==> config.mk <==
export PLATFORM = sky130hd
export DESIGN_NAME = fetch_stage
export DESIGN_NICKNAME = d
export VERILOG_FILES = /design/src/rtl/wisc_pkg.sv /design/src/rtl/pc_adder16.sv /design/src/rtl/fetch_stage.sv
export SDC_FILE = /design/constraint.sdc
export NUM_CORES = 1
export LEC_CHECK = 0
export ABC_CLOCK_PERIOD_IN_PS = 2060
export CAP_MARGIN = 5
export CORE_ASPECT_RATIO = 0.75
export CORE_UTILIZATION = 32
export DETAILED_ROUTE_END_ITERATION = 8
export PLACE_DENSITY = 0.7
export SKIP_LAST_GASP = 1
export SYNTH_ARGS = -nofsm -noshare
export SYNTH_HDL_FRONTEND = slang
export SYNTH_SLANG_ARGS = --single-unit
==> constraint.sdc <==
create_clock -name clk -period 2.06 [get_ports clk]
set_input_delay 0.412 -clock clk [delete_from_list [all_inputs] [get_ports clk]]
set_output_delay 0.412 -clock clk [all_outputs]
set_load 0.01 [all_outputs]
==> src/rtl/wisc_pkg.sv <==
// Shared types and constants for the WISC pipeline.
// Holds the fetch FSM state encoding and the opcode values used by decode and fetch.
package wisc_pkg;

   localparam int unsigned WORD_W = 16;

   typedef enum logic [1:0] {
      StRun      = 2'd0,
      StHaltPend = 2'd1,
      StHalted   = 2'd2
   } fetch_state_t;

   localparam logic [3:0] OP_ADD  = 4'h0;
   localparam logic [3:0] OP_SUB  = 4'h1;
   localparam logic [3:0] OP_LW   = 4'h8;
   localparam logic [3:0] OP_SW   = 4'h9;
   localparam logic [3:0] OP_B    = 4'hC;
   localparam logic [3:0] OP_BR   = 4'hD;
   localparam logic [3:0] OP_PCS  = 4'hE;
   localparam logic [3:0] OP_HLT  = 4'hF;

endpackage

==> src/rtl/pc_adder16.sv <==
// Sequential-PC adder.
// Produces a + b truncated to 16 bits; the carry-out is discarded so the PC wraps modulo 2^16.
module pc_adder16
   import wisc_pkg::*;
(
   input  logic [WORD_W-1:0] a,
   input  logic [WORD_W-1:0] b,
   output logic [WORD_W-1:0] sum
);

   assign sum = a + b;

endmodule

==> src/rtl/fetch_stage.sv <==
// Instruction-fetch stage: PC register, IF/ID pipeline register and HLT tracking FSM.
// Honours load-use stalls, branch redirects from ID and instruction-memory wait cycles.
module fetch_stage
   import wisc_pkg::*;
#(
   parameter logic [WORD_W-1:0] RESET_PC    = 16'h0000,
   parameter logic [WORD_W-1:0] PC_INC      = 16'd2,
   parameter logic [3:0]        HALT_OPCODE = OP_HLT
) (
   input  logic              clk,
   input  logic              rst_n,
   input  logic              pc_write,
   input  logic              ifid_write,
   input  logic              flush,
   input  logic [WORD_W-1:0] branch_target,
   input  logic [WORD_W-1:0] imem_data,
   input  logic              imem_ready,
   input  logic              wb_halt,
   output logic [WORD_W-1:0] imem_addr,
   output logic [WORD_W-1:0] ifid_instr,
   output logic [WORD_W-1:0] ifid_pc_plus2,
   output logic              ifid_valid,
   output logic              halted
);

   logic [WORD_W-1:0] pc_q, pc_d;
   logic [WORD_W-1:0] instr_q, instr_d;
   logic [WORD_W-1:0] pc_plus2_q, pc_plus2_d;
   logic              valid_q, valid_d;
   logic              halted_q, halted_d;
   fetch_state_t      state_q, state_d;

   logic [WORD_W-1:0] pc_plus2;
   logic              fetch_ok;
   logic              is_hlt;

   pc_adder16 u_pc_adder (
      .a   (pc_q),
      .b   (PC_INC),
      .sum (pc_plus2)
   );

   assign fetch_ok = imem_ready && (state_q == StRun);
   assign is_hlt   = fetch_ok && (imem_data[15:12] == HALT_OPCODE);

   always_comb begin
      pc_d       = pc_q;
      instr_d    = instr_q;
      pc_plus2_d = pc_plus2_q;
      valid_d    = valid_q;
      state_d    = state_q;

      // Once halted everything is frozen; redirects can no longer wake the pipe.
      if (state_q == StHalted) begin
         valid_d = 1'b0;
      end else begin
         if (flush) begin
            pc_d = branch_target;
         end else if (pc_write && imem_ready && (state_q == StRun)) begin
            pc_d = pc_plus2;
         end

         if (flush) begin
            instr_d    = '0;
            pc_plus2_d = '0;
            valid_d    = 1'b0;
         end else if (ifid_write) begin
            if (fetch_ok) begin
               instr_d    = imem_data;
               pc_plus2_d = pc_plus2;
               valid_d    = 1'b1;
            end else begin
               instr_d = '0;
               valid_d = 1'b0;
            end
         end
      end

      unique case (state_q)
         StRun: begin
            // Only a HLT that actually enters IF/ID arms the halt.
            if (is_hlt && pc_write && ifid_write && !flush) state_d = StHaltPend;
         end
         StHaltPend: begin
            // An older HLT reaching WB beats a younger branch squash.
            if (wb_halt)    state_d = StHalted;
            else if (flush) state_d = StRun;
         end
         StHalted: state_d = StHalted;
         default:  state_d = StRun;
      endcase

      halted_d = (state_d == StHalted);
   end

   always_ff @(posedge clk or negedge rst_n) begin
      if (!rst_n) begin
         pc_q       <= RESET_PC;
         instr_q    <= '0;
         pc_plus2_q <= '0;
         valid_q    <= 1'b0;
         halted_q   <= 1'b0;
         state_q    <= StRun;
      end else begin
         pc_q       <= pc_d;
         instr_q    <= instr_d;
         pc_plus2_q <= pc_plus2_d;
         valid_q    <= valid_d;
         halted_q   <= halted_d;
         state_q    <= state_d;
      end
   end

   assign imem_addr     = pc_q;
   assign ifid_instr    = instr_q;
   assign ifid_pc_plus2 = pc_plus2_q;
   assign ifid_valid    = valid_q;
   assign halted        = halted_q;

endmodule

=== After elaboration in Yosys (flattened, before gate mapping) ===
Index checks and enable logic that the tools add are counted.

* Output and inout port bits: 50
* Word-level logic and storage cells: 44
* Bits in registers: 52

* Muxes and demuxes: 16
* Eq/ne operators: 4
* Bitwise gates (word level): 1
* Add/sub/neg operators: 1
* Reductions and logical operators: 16

{| class="wikitable"
|+ Operators with widths
! operator !! number
|-
| 16-bit two-way mux || 8
|-
| 16-bit by 2-bit adder with 16-bit output (second input constant) || 1
|-
| 1-bit logical AND || 7
|-
| 2-bit two-way mux || 3
|-
| 2-bit one-hot mux with 3 select lines || 1
|-
| 2-bit nonzero test || 3
|-
| 2-bit equality test (second input constant) || 2
|-
| 4-bit equality test (second input constant) || 1
|-
| 1-bit two-way mux || 4
|-
| 2-bit AND reduction || 2
|-
| 3-bit AND reduction || 1
|-
| 3-bit nonzero test || 1
|-
| 2-bit by 1-bit equality test with 1-bit output (second input constant) || 1
|-
| 2-bit logical NOT || 1
|-
| 1-bit logical NOT || 1
|-
| 1-bit inverter || 1
|}

=== Depth between registers and ports, before layout ===
* Depth after elaboration: 9
* Depth in mapped cells: 7
* Depth with buffers taken out: 5

=== By module ===
From an unflattened synthesis, not the netlist that was laid out.

* Cells, all modules: 266
* Area total of the unflattened synthesis: 3,118.0 um^2

{| class="wikitable"
|+ Modules (own cells, without submodules)
! module !! area each (um^2) !! times used !! cells an instance !! seq. area each (um^2)
|-
| fetch_stage || 2,312.2 || 1 || 162 || 1,301.2
|-
| pc_adder16 || 805.8 || 1 || 104 || 0.0
|}

=== Least setup slack after synthesis ===
Ideal clock, no wire load.

* Kind: reg2reg
* Start point: reg pc_q[1] (netlist: imem_addr[1])
* End point: reg pc_plus2_q[15] (netlist: ifid_pc_plus2[15])
* Stages on the path, launching flop included: 7
* Slack: 0.417 ns
* Arrival: 1.522 ns
* Library setup time: 0.121 ns
* Cells stage by stage: dfrtp_1 ha_1 buf_2 nand4_2 nor4_2 xor2_1 a22o_1

* Cells in the longest elaborated chain, start to end: 4

{| class="wikitable"
|+ Ends and longest elaborated chain
! item !! line !! source
|-
| start, declared || fetch_stage.sv:26 || <nowiki>logic [WORD_W-1:0] pc_q, pc_d;</nowiki>
|-
| start signal, assigned || fetch_stage.sv:105 || <nowiki>pc_q <= pc_d;</nowiki>
|-
| 16-bit by 2-bit adder with 16-bit output || pc_adder16.sv:11 || <nowiki>assign sum = a + b;</nowiki>
|-
| 16-bit two-way mux || fetch_stage.sv:68 || <nowiki>if (fetch_ok) begin</nowiki>
|-
| 16-bit two-way mux || fetch_stage.sv:67 || <nowiki>end else if (ifid_write) begin</nowiki>
|-
| 16-bit two-way mux || fetch_stage.sv:63 || <nowiki>if (flush) begin</nowiki>
|-
| end signal, assigned || fetch_stage.sv:107 || <nowiki>pc_plus2_q <= pc_plus2_d;</nowiki>
|-
| end, declared || fetch_stage.sv:28 || <nowiki>logic [WORD_W-1:0] pc_plus2_q, pc_plus2_d;</nowiki>
|}

No other way between the ends. The select of a mux whose other input is x is not followed.
A chain may end at the register's enable or synchronous reset.

=== Worst setup path in the final report ===
* Start point: reg pc_q[4] (netlist: imem_addr[4])
* End point: out imem_addr[4]

{| class="wikitable"
|+ RTL lines
! item !! line !! source
|-
| end, declared || fetch_stage.sv:19 || <nowiki>output logic [WORD_W-1:0] imem_addr,</nowiki>
|}

No word-level cell between the ends.

==> flow_summary.yaml <==
worst_setup_path:
  crit_path_end_kind: "output port"
  worstSetupPathType: "reg2out"
  cell_chain_of_the_critical_path: "clkdlybuf4s50_1"
  critPathRequiredTime_ns: 1.65
  timing.critical_path.arrival_ns: 1.55
  worst_path_largest_cell_delay_ns: 0.62
  setup_crit_start: "imem_addr[4]"
  cpLargestDelayFamily: "flip-flops"
  r2r_start: "imem_addr[2]"
  critPathMaxFanout: 10
  critical_path.startpoint_type: "flip-flop"
  critical_path.slowest_cell: "dfrtp_1"
  critPathBufInv: 1
power_and_ir_drop:
  worst_ir_drop_on_vdd_uv: 264.4
  finalPower_mw: 1.927
  p_leak_nw: 1.564
  p_per_area_nw_per_um2: 521.4
logic_synthesis:
  synth.top_cell.area_share_pct: 49.15
  synthTopCellsByArea: "dfrtp_1, a22o_1, nor3_2"
  ys_async_sr_fraction_pct: 100.0
  post_synth_num_cell_types: 47
  synth_commonest_cells: "dfrtp_1, a22o_1, nor2_1"
  average_footprint_of_a_synthesized_cell_um2: 10.99
  yosys.area.top_type: "dfrtp_1"
  area_of_the_mapped_netlist_um2: 2648
  post_synth_inst_count: 241
  yosysMostFrequentCell: "dfrtp_1"
  synth_enable_flop_cells: 0
  yosys_warnings: 0
  synth.ff_latch_count: 52
  synth_seq_area_share_pct: 49.15
  ys.flop_type: "dfrtp_1"
  synth_nets: 281
placed_design:
  hpwl_um: 5232
  place_ws_ns: -0.05462
  port-buffer-count: 88
  gpl.final_weighted_congestion: 0.8199
  cell_count_after_placement: 423
sta:
  final_critical_path_setup_slack_ns: 0.1008
  grt_setup_unrepaired: "no"
  final.min_clock_period_ns: 1.959
  relSlewSlack_pct: 55.41
  timing_worst_slew_pin_value_ns: 0.6673
  slew_violations: 0
  maximum_clock_rate_mhz: 510.4
  hold_slack_ns: 0.007245
  worst_clk_skew_ns: 0.005435
  tns_ns: 0
  finalCritPeriodShare_pct: 95.11
  setup_violation_total_in_the_final_timing_report: 0
  hold_viol: 0
grt:
  first_pass_grt_wire_length_um: 11300
  grt_antenna_before_repair: 0
  via_count_of_the_first_global_routing_pass: 2158
  grt_usage_pct: 17.09
  gr-total-overflow: 0
  maximum_number_of_pins_on_one_net_before_global_route_repair: 28
floorplanning:
  initial_core_util_pct: 33.29
  die_area_um2: 8645
  fp-row-count: 28
  top_level_ports: 89
  chipWidth_um: 107.0
  placeableCoreArea_um2: 7953
  die_height_um: 80.78
cts:
  clkTransAtPathRegs_ns: 0.10
  cts_tree: "built"
  max-clock-path-buffers: 2
  clock_sink_count: 52
  ctsHtreeMaxLevel: 2
  number_of_post_cts_setup_repair_buffers: 0
  cts_buffers: 5
  cts-hold-fix-buffers: 0
  clock_latency_on_the_worst_skew_pair_ns: 0.31
  post_cts.resized_instances: 0
  cts_root_buf: "clkbuf_8"
finish:
  design.final.nets: 365
  syn_to_final_growth_pct: 39.56
  drive_above_1_share_pct: 12.58
  fin_cells: 431
  fillers: 764
  antenna_cells: 0
drt:
  drtIter0Drc: 122
  num_vias: 2235
  routedWlPerCell_um: 16.37
  routed_wl_um: 7056
  vias_per_cell: 5.186
  drt-pass1-iter-count: 4
  drc: 0
  drtAntennaViolNets: 0
job:
  cap_viol_max_count: 0
worst_hold_path:
  min-delay-path-class: "in2async"
status:
  status: "complete, no violations"
[flip-flops by register name (all words and copies together) (netlist names)]
signal,flops
halted,1
ifid_instr,16
ifid_pc_plus2,16
ifid_valid,1
imem_addr,16
state_q,2
[path summary, 6_finish.rpt]
path / to / slack (ns) / cells past startpoint
worst max-delay path: imem_addr[4] / 0.10 / 1
worst min-delay path: ifid_instr[13] / 0.007 / 1
worst max register to register: imem_addr[15] / 0.23 / 5
worst min register to register: ifid_pc_plus2[4] / 0.51 / 2
max in group asynchronous: ifid_pc_plus2[12] / 1.39 / 2
min in group clk: ifid_pc_plus2[4] / 0.51 / 2
[cell usage in the layout, fill, tap and decap left out, types with 2 or more instances in the layout]
master           count
nand3_1              5
and4_1               3
a31oi_1              3
xnor2_1              7
nor2_1              15
nor4_1               4
inv_1                7
and3_1               3
clkdlybuf4s50_1     87
clkbuf_8             5
o31ai_1              4
nor3_1               4
a22o_1              27
o21a_1               2
nand4_1              3
o21ai_0             13
o21ai_2              2
a22oi_1              3
o22ai_1              2
dfrtp_1             52
and3b_1              2
nand2_1             14
o2bb2ai_1            3
xor2_1               6
nor3_2               7
a21oi_1              6
o32ai_1              3
buf_4                9
nand4_2              3
[worst register-to-register path, delay by kind of cell, from the launching register on]
kind | cells | cell delay (ns)
flip-flops | 1 | 0.45
adder cells (fa/ha/maj) | 1 | 0.37
AND/OR/NAND/NOR | 4 | 0.89
[metal layers]
layer  routed length [um]  GRT usage [%]  share of wire, %  vias to the layer above
met1                 3596          25.42                51                     1096
li1                     -              -                 -                     1064
met3                  329          3.371               4.7                        8
met5                    0              0                 0                        -
met4                   54          4.110              0.77                        0
met2                 3076          25.42                44                       67
[power by group]
group          internal [mW]  total (mW)  switching (mW)
combinational          0.145       0.246           0.101
clock                  0.244       0.607           0.362
sequential              1.04        1.07          0.0306
total                   1.43        1.93           0.494
[logic make-up after synthesis]
| group | after synthesis | synth area share [%] |
|---|---|---|
| AOI/OAI and AO/OA | 73 | 20.65 |
| and+or+nand+nor | 72 | 18.38 |
| buffers and inverters | 28 | 6.238 |
| DFF | 52 | 49.15 |
| adders and majority gates | 1 | 0.4725 |
| xor gates and xnor gates | 13 | 4.301 |
| muxes | 2 | 0.8034 |
[per-stage QoR]
stage                     util (%)  cell area [um2]
after detailed placement     45.31             3603
after global placement       45.31             3603
after CTS                    46.46             3695
final                        46.46             3695
after floorplan                  -             2648
after global routing         46.46             3695
[area by class of cell]
type / instances / area (um2) / area share (%)
Clock inverter: 3 / 22.52 / 0.6096
Timing Repair Buffer: 98 / 963.4 / 26.08
Tap cell: 105 / 131.4 / 3.556
Sequential cell: 52 / 1301 / 35.22
Clock buffer: 5 / 68.82 / 1.863
Multi-Input combinational cell: 161 / 1181 / 31.97
Inverter: 7 / 26.28 / 0.7111
Power figures use the tool's default switching activity.
